### config.mk
export PLATFORM = sky130hd
export DESIGN_NAME = csr_access_sequencer
export DESIGN_NICKNAME = d
export VERILOG_FILES = /design/src/rtl/csr_access_sequencer.sv
export SDC_FILE = /design/constraint.sdc
export NUM_CORES = 1
export LEC_CHECK = 0
export ABC_AREA = 1
export BUFFER_PORTS_ARGS = -buffer_cell sky130_fd_sc_hd__buf_2
export CAP_MARGIN = 20
export CELL_PAD_IN_SITES_DETAIL_PLACEMENT = 0
export CELL_PAD_IN_SITES_GLOBAL_PLACEMENT = 1
export CORE_AREA = 4 4 164 103
export CTS_CLUSTER_DIAMETER = 120
export CTS_CLUSTER_SIZE = 28
export DETAILED_ROUTE_END_ITERATION = 12
export DIE_AREA = 0 0 168 107
export PLACE_DENSITY = 0.81
export SETUP_SLACK_MARGIN = 0.2
export SLEW_MARGIN = 10
export SYNTH_ARGS = -nofsm -noshare
export SYNTH_HDL_FRONTEND = slang
export SYNTH_SLANG_ARGS = --single-unit
### constraint.sdc
create_clock -name clk -period 1.76 [get_ports clk]
set_input_delay 0.264 -clock clk [delete_from_list [all_inputs] [get_ports clk]]
set_output_delay 0.264 -clock clk [all_outputs]
set_load 0.005 [all_outputs]
### src/rtl/csr_access_sequencer.sv
// Zicsr initiator: reads a CSR, computes the CSRRW/RS/RC result, issues one write strobe and returns the old value.
// Optional write-acknowledge timeout is built when CSR_WRITE_TIMEOUT_EN is defined.
module csr_access_sequencer #(
  parameter int TIMEOUT_CYCLES = 15
) (
  input  logic        clk,
  input  logic        rst,
  input  logic        req_valid,
  output logic        req_ready,
  input  logic [2:0]  req_func3,
  input  logic [11:0] req_csr_addr,
  input  logic [4:0]  req_rs1_idx,
  input  logic [31:0] req_rs1_data,
  output logic        busy,
  output logic        resp_valid,
  output logic [31:0] resp_rd_data,
  output logic        resp_illegal,
  output logic [11:0] csr_addr,
  output logic [2:0]  csr_func3,
  output logic [4:0]  csr_imm,
  output logic [31:0] csr_wdata,
  input  logic [31:0] csr_rdata,
  output logic        csr_write_enable,
  input  logic        csr_write_done
);

  if (TIMEOUT_CYCLES < 1 || TIMEOUT_CYCLES > 255) begin : g_bad_param
    $error("TIMEOUT_CYCLES must be in 1..255");
  end

  typedef enum logic [2:0] {S_IDLE, S_READ, S_WRITE, S_WAIT, S_RESP} state_t;

  state_t      state_q;
  logic [11:0] addr_q;
  logic [2:0]  func3_q;
  logic [4:0]  imm_q;
  logic [31:0] rs1_q;
  logic [31:0] wdata_q;
  logic [31:0] rd_q;
  logic        resp_q;
  logic        ill_q;
  logic        we_q;
`ifdef CSR_WRITE_TIMEOUT_EN
  localparam logic [7:0] TMO_LAST = 8'(TIMEOUT_CYCLES - 1);
  logic [7:0]  tmo_q;
`endif

  logic [31:0] operand_d;
  logic [31:0] new_d;
  logic        write_intent_d;

  always_comb begin
    operand_d = func3_q[2] ? {27'b0, imm_q} : rs1_q;
    case (func3_q[1:0])
      2'b01:   new_d = operand_d;
      2'b10:   new_d = csr_rdata | operand_d;
      default: new_d = csr_rdata & ~operand_d;
    endcase
    write_intent_d = (func3_q[1:0] == 2'b01) || (imm_q != 5'd0);
  end

  always_ff @(posedge clk) begin
    if (rst) begin
      state_q <= S_IDLE;
      addr_q  <= '0;
      func3_q <= '0;
      imm_q   <= '0;
      rs1_q   <= '0;
      wdata_q <= '0;
      rd_q    <= '0;
      resp_q  <= 1'b0;
      ill_q   <= 1'b0;
      we_q    <= 1'b0;
`ifdef CSR_WRITE_TIMEOUT_EN
      tmo_q   <= '0;
`endif
    end else begin
      resp_q <= 1'b0;
      we_q   <= 1'b0;
      case (state_q)
        S_IDLE: if (req_valid) begin
          addr_q  <= req_csr_addr;
          func3_q <= req_func3;
          imm_q   <= req_rs1_idx;
          rs1_q   <= req_rs1_data;
          if (req_func3[1:0] == 2'b00) begin
            state_q <= S_RESP;
            resp_q  <= 1'b1;
            ill_q   <= 1'b1;
            rd_q    <= '0;
          end else begin
            state_q <= S_READ;
          end
        end
        S_READ: begin
          // rd_q doubles as the saved old value for the write path
          rd_q <= csr_rdata;
          if (!write_intent_d) begin
            state_q <= S_RESP;
            resp_q  <= 1'b1;
            ill_q   <= 1'b0;
          end else if (addr_q[11:10] == 2'b11) begin
            state_q <= S_RESP;
            resp_q  <= 1'b1;
            ill_q   <= 1'b1;
          end else begin
            wdata_q <= new_d;
            we_q    <= 1'b1;
            state_q <= S_WRITE;
          end
        end
        S_WRITE: begin
          state_q <= S_WAIT;
`ifdef CSR_WRITE_TIMEOUT_EN
          tmo_q   <= '0;
`endif
        end
        S_WAIT: begin
          if (csr_write_done) begin
            state_q <= S_RESP;
            resp_q  <= 1'b1;
            ill_q   <= 1'b0;
          end
`ifdef CSR_WRITE_TIMEOUT_EN
          else if (tmo_q == TMO_LAST) begin
            state_q <= S_RESP;
            resp_q  <= 1'b1;
            ill_q   <= 1'b1;
          end else begin
            tmo_q <= tmo_q + 8'd1;
          end
`endif
        end
        S_RESP:  state_q <= S_IDLE;
        default: state_q <= S_IDLE;
      endcase
    end
  end

  assign req_ready        = (state_q == S_IDLE);
  assign busy             = (state_q != S_IDLE);
  assign resp_valid       = resp_q;
  assign resp_rd_data     = rd_q;
  assign resp_illegal     = ill_q;
  assign csr_addr         = addr_q;
  assign csr_func3        = func3_q;
  assign csr_imm          = imm_q;
  assign csr_wdata        = wdata_q;
  // Strobe is cut in the cycle reset rises so an aborted write never lands.
  assign csr_write_enable = we_q & ~rst;

endmodule

==> results.json, run 1 <==
{
  "avgRoutedWirePerCell_um": 17.3,
  "synth_edf_count": 0,
  "io-pin-count": 177,
  "p_int_mw": 7.15,
  "vias": 5579,
  "drcViolationCount": 0,
  "clk_path_buf_depth": 2,
  "max_stage_delay_ns": 0.36,
  "fmax_mhz": 654,
  "synth_top_area_share_pct": 46.3,
  "cp_max_fo": 5,
  "finalClockSkew_ns": 0.0119,
  "synth_top_area_cell": "dfxtp_1",
  "diodes": 0,
  "comb_power_share_pct": 30.9,
  "gp_congestion": 0.777,
  "grt_max_degree": 60,
  "path_class": "reg -> out",
  "leakage_nw": 3.26,
  "drt-initial-drc-count": 441,
  "grt_overflow": 0,
  "initial_core_util_pct": 34.7,
  "antenna_found_initial": 1,
  "p_clk_share_pct": 36.2,
  "wirelength_um": 18900,
  "worst_ep_required_time_ns": 1.50,
  "synthCells": 698,
  "portBuffers": 176,
  "async_reset_ff_share_pct": 0,
  "syn_to_final_growth_pct": 38.6,
  "worst_pin_slew_ns": 0.321,
  "vias_per_cell": 5.11,
  "numPlacedInstances": 1046,
  "numCtsBuffers": 17,
  "grt_pass1_wl_um": 29600,
  "finalWorstSetupSlack_ns": 0.230,
  "pre_cts_ws_ns": -0.00931,
  "critPathLaunch": "state_q[1]$_SDFFE_PP0P_",
  "htree_levels": 4,
  "first_pass_iters": 5,
  "switchingPower_mw": 3.44,
  "synth.distinct_cells": 26,
  "root_buffer": "clkbuf_16",
  "seqPwrFrac_pct": 32.9,
  "clk_pin_slew_worst_paths_ns": 0.06,
  "rsz0062_at_grt": "yes",
  "cap_violations": 0,
  "numClockSinks": 122,
  "grt_pass1_vias": 5469,
  "synthTopCellsByArea": "dfxtp_1 (46%), a21oi_1 (8.8%), nand2_1 (6.9%)",
  "period_share_pct": 86.9,
  "r2r_end": "csr_wdata[17]$_SDFFE_PP0P_",
  "cp-endpoint": "req_ready",
  "grt_use_total_pct": 20.8,
  "insertion_delay_ns": 0.41,
  "slew_violations": 0,
  "die-area_um2": 18000,
  "slowest_stage": "dfxtp_4",
  "ys_ff_latch": 122,
  "final_cells": 1092,
  "hpwl_um": 12800,
  "p_per_area_nw_per_um2": 1450,
  "cp.arrival_ns": 1.27,
  "die_w_um": 168,
  "hold_path.class": "in -> reg",
  "holdBufCountCts": 0,
  "syn_area_per_cell_um2": 7.56,
  "syn_nets": 788,
  "cts_tree": "done",
  "drive_gt1_share_pct": 31.0,
  "slew_headroom_pct": 78.6,
  "synth_area_um2": 5280,
  "yosysWarnings": 0,
  "finalSetupViolations": 0,
  "reg2reg_depth": 9,
  "synth.yosys.seq_area_share_pct": 46.3,
  "path_cells": "nor2_4 -> nand2_4 -> inv_8 -> buf_12 -> buf_6",
  "critPathCaptureType": "primary output",
  "finalHoldViolations": 0,
  "r2r-start": "csr_func3[1]$_SDFFE_PP0P_",
  "die_h_um": 107,
  "reg2reg_setup_slack_ns": 0.24,
  "period_needed_ns": 1.53,
  "layout.nets": 966,
  "swShare_pct": 32.5,
  "drtAntennaViolNets": 0,
  "fillers": 1513,
  "core_um2": 15200,
  "synth-main-ff-cell": "dfxtp_1",
  "startpoint_type": "flip-flop",
  "status": "completed",
  "rows": 35,
  "final.setup.tns_ns": 0,
  "ir_drop_uv": 538
}
==> synth_stat cells, types with 2 or more instances <==
| library cell | instances |
|---|---|
| a22oi_1 | 27 |
| inv_1 | 38 |
| ha_1 | 2 |
| o211ai_1 | 27 |
| nand3_1 | 63 |
| clkbuf_1 | 23 |
| nand4_1 | 5 |
| buf_4 | 12 |
| nor2_1 | 66 |
| nor2_2 | 2 |
| inv_2 | 4 |
| buf_2 | 21 |
| nand2_1 | 97 |
| o21ai_0 | 29 |
| nand2_4 | 2 |
| o21ai_1 | 57 |
| dfxtp_1 | 122 |
| a21oi_1 | 93 |
==> repair_timing <==
item,CTS,global route
gates cloned,2,2
endpoints found under the setup margin,34,46
buffers inserted,0,10
pin swaps,1,3
gates resized for setup,11,29
==> cell families after synthesis <==
family / synth area share, %
flip-flops: 46.3
AND/OR/NAND/NOR: 20.0
AO/OA/AOI/OAI: 24.7
adder cells (fa/ha/maj): 0.474
buffers and inverters: 8.61
==> metal layers <==
metal	wire length [µm]	global-route usage, %
met3	1780	7.52
met2	7570	28.6
met1	9450	30.9
met4	89	4.40
met5	7	0
==> worst max-delay path: cells and delay by family (launching register included) <==
kind,cells,cell delay (ns)
and+or+nand+nor,2,0.21
buffers and inverters,3,0.28
DFF,1,0.36
==> worst min-delay path by stage <==
stage	start	end	slack [ns]	cells past startpoint
after floorplan	csr_rdata[0]	resp_rd_data[0]$_SDFFE_PP0P_	0.41	2
after global placement	csr_addr[9]$_SDFFE_PP0P_	csr_addr[9]$_SDFFE_PP0P_	0.45	2
after detailed placement	csr_addr[4]$_SDFFE_PP0P_	csr_addr[4]$_SDFFE_PP0P_	0.45	2
after CTS	req_rs1_data[7]	rs1_q[7]$_SDFFE_PP0P_	0.10	3
after global routing	req_rs1_data[9]	rs1_q[9]$_SDFFE_PP0P_	0.11	3
final	req_rs1_data[11]	rs1_q[11]$_SDFFE_PP0P_	0.12	3
==> power groups by stage <==
stage / clock network (mW) / registers [mW] / logic [mW]
3_3_place_gp: 0 / 3.54 / 2.73
3_5_place_dp: 0 / 3.53 / 2.75
4_1_cts: 3.90 / 3.48 / 2.97
5_1_grt: 4.03 / 3.54 / 3.63
2_1_floorplan: 0 / 3.51 / 1.70
6_report: 3.83 / 3.49 / 3.27
==> per-stage QoR <==
step / util, % / power (mW) / hold slack (ns) / area [µm²]
after CTS: 46.9 / 10.3 / 0.101 / 7120
after floorplan: - / 5.22 / 0.411 / 5280
after detailed placement: 42.0 / 6.28 / 0.452 / 6370
after global placement: 42.0 / 6.26 / 0.446 / 6370
after global routing: 48.1 / 11.2 / 0.109 / 7310
final: 48.1 / 10.6 / 0.117 / 7310
==> cell type report <==
class | count | area (µm²) | area share, %
clock buffers | 21 | 480 | 6.57
clock inverters | 11 | 166 | 2.28
inverters | 43 | 179 | 2.45
multi-input cells | 475 | 2410 | 32.9
flip-flops and latches | 122 | 2450 | 33.5
well taps | 203 | 254 | 3.47
repair buffers | 217 | 1380 | 18.8
==> flip-flops by register name (all words and copies together) (netlist names) <==
register and flops:
csr_wdata 32, resp_rd_data 32, csr_addr 12, csr_imm 5, resp_valid 1, state_q 3
resp_illegal 1, rs1_q 32, we_q 1, csr_func3 3
==> layout by cell type (no fill, tap or decap), types with 7 or more instances in the layout <==
cell | synthesis | layout
buf_2 | 21 | 175
nand2_1 | 97 | 97
buf_12 | 0 | 7
clkbuf_16 | 0 | 19
nand3_1 | 63 | 62
o211ai_1 | 27 | 27
buf_4 | 12 | 27
a21oi_1 | 93 | 93
dfxtp_1 | 122 | 118
a22oi_1 | 27 | 27
o21ai_0 | 29 | 18
nor2_1 | 66 | 63
o21ai_1 | 57 | 67
inv_1 | 38 | 36
Note: power is estimated with default switching activity, not from simulation.
==> inputs of run 2 (changes only) <==
- CELL_PAD_IN_SITES_DETAIL_PLACEMENT: 0 -> unset
- CELL_PAD_IN_SITES_GLOBAL_PLACEMENT: 1 -> unset
- CORE_AREA: 4 4 164 103 -> 4 4 145 91
- DIE_AREA: 0 0 168 107 -> 0 0 149 95
- PLACE_DENSITY: 0.81 -> 0.76
==> results.json, run 2 (synthesis results as in run 1) <==
{
  "status": "completed",
  "slowest_stage": "dfxtp_4",
  "wirelength_um": 17000,
  "rsz0062_at_grt": "yes",
  "p_per_area_nw_per_um2": 1360,
  "slew_headroom_pct": 76.0,
  "htree_levels": 4,
  "numPlacedInstances": 1007,
  "hold_path.class": "in -> reg",
  "cp_max_fo": 12,
  "clk_path_buf_depth": 2,
  "drtAntennaViolNets": 0,
  "clk_pin_slew_worst_paths_ns": 0.06,
  "dr.max_layer_used": "met4",
  "dr_wl_met3_um": 1740,
  "utilization_pct": 59.5,
  "vias": 5557,
  "cp_num_buf_inv": 3,
  "portBuffers": 176,
  "initial_core_util_pct": 44.5,
  "path_delay_family": "flip-flops",
  "worst_ep_required_time_ns": 1.50,
  "grt_pass1_wl_um": 26400,
  "cp.arrival_ns": 1.27,
  "die-area_um2": 14200,
  "numClockSinks": 122,
  "vias_per_cell": 5.32,
  "final_cells": 1044,
  "die_w_um": 149,
  "grt_use_total_pct": 23.7,
  "fmax_mhz": 652,
  "holdBufCountCts": 0,
  "die_h_um": 95,
  "holdWs_ns": 0.124,
  "drt-initial-drc-count": 421,
  "drive_gt1_share_pct": 29.8,
  "met2WireLength_um": 7010,
  "drcViolationCount": 0,
  "hpwl_um": 11700,
  "period_needed_ns": 1.53,
  "worst_pin_slew_ns": 0.359,
  "core_um2": 11900,
  "path_class": "reg -> out",
  "slew_violations": 0,
  "grt_overflow": 0,
  "diodes": 0,
  "leakage_nw": 3.14,
  "finalClockSkew_ns": 0.00750,
  "avgRoutedWirePerCell_um": 16.3,
  "io-pin-count": 177,
  "startpoint_type": "flip-flop",
  "cap_violations": 0,
  "numCtsBuffers": 17,
  "ir_drop_uv": 776,
  "finalSetupViolations": 0,
  "syn_to_final_growth_pct": 33.8,
  "max_stage_delay_ns": 0.36,
  "gp_congestion": 0.830,
  "pre_cts_ws_ns": 0.0713,
  "insertion_delay_ns": 0.41,
  "wl_met1_um": 8060,
  "layout.nets": 956,
  "grt_pass1_vias": 5202,
  "final_common_cell": "buf_2",
  "root_buffer": "clkbuf_16",
  "rows": 31,
  "critPathCaptureType": "primary output",
  "finalWorstSetupSlack_ns": 0.226,
  "first_pass_iters": 5,
  "period_share_pct": 87.2,
  "cts_tree": "done",
  "final.setup.tns_ns": 0,
  "most-common-layout-cells": "buf_2 (176), dfxtp_1 (117), nand2_1 (96)",
  "finalHoldViolations": 0,
  "path_cells": "nor2_4 -> nand2_4 -> inv_6 -> buf_12 -> buf_2",
  "antenna_found_initial": 0,
  "grt_max_degree": 44
}
-- run 2: cell count changes in the layout (fill, tap and decap cells not counted), moves of 2 or more --
cell       before  now
buf_4          27   15
buf_6           3    5
nor2_2          4    1
nor2_1         63   66
bufinv_16       4    0
ha_2            2    0
buf_12          7    9
clkinv_2        3    5
-- run 2: timing repair --
item                       CTS  global route
setup endpoints to repair   34            41
hold endpoints to repair     0             0
pin swaps                    0             3
buffers inserted             0             4
gates cloned                 0             1
resized for setup            7            36
-- run 2: worst paths after layout --
| path | from | to | slack, ns | depth (start not counted) |
|---|---|---|---|---|
| setup reg to reg | csr_func3[1]$_SDFFE_PP0P_ | csr_wdata[23]$_SDFFE_PP0P_ | 0.25 | 9 |
| hold / removal | req_rs1_idx[0] | csr_imm[0]$_SDFFE_PP0P_ | 0.12 | 3 |
| setup / recovery | state_q[1]$_SDFFE_PP0P_ | req_ready | 0.23 | 5 |
| hold reg to reg | csr_addr[5]$_SDFFE_PP0P_ | csr_addr[5]$_SDFFE_PP0P_ | 0.46 | 2 |
-- run 2: metal layers --
| metal | GRT usage [%] | vias to the layer above |
|---|---|---|
| met4 | 6.17 | 0 |
| met1 | 33.2 | 2557 |
| li1 | - | 2730 |
| met2 | 35.9 | 245 |
| met3 | 7.05 | 25 |
| met5 | 0 | - |
-- run 2: metrics by stage --
step                      power, mW  cell area, µm²
final                          9.62            7060
after detailed placement       6.23            6320
after CTS                      9.44            6890
after global routing           10.2            7060
after floorplan                5.22            5280
after global placement         6.17            6320
-- run 2: power by group --
part	internal (mW)	total [mW]	switching (mW)	leakage (nW)
Combinational	1.24	3.00	1.76	1.87
Clock	1.90	3.14	1.25	0.261
Sequential	3.22	3.48	0.251	1.00
Total	6.37	9.62	3.26	3.14
-- run 2: layout make-up --
cell class	instances	area (µm²)
Multi-Input combinational cell	475	2410
Clock buffer	21	470
Inverter	43	176
Sequential cell	122	2450
Timing Repair Buffer	207	1270
Clock inverter	11	72.6
Tap cell	165	206
Fill cell	1118	4810
-- run 2: worst register-to-register path: cells and delay by family (launching register included) --
| kind | cells | cell delay (ns) |
|---|---|---|
| adders and majority gates | 1 | 0.18 |
| buffers and inverters | 3 | 0.38 |
| DFF | 1 | 0.35 |
| and+or+nand+nor | 5 | 0.50 |
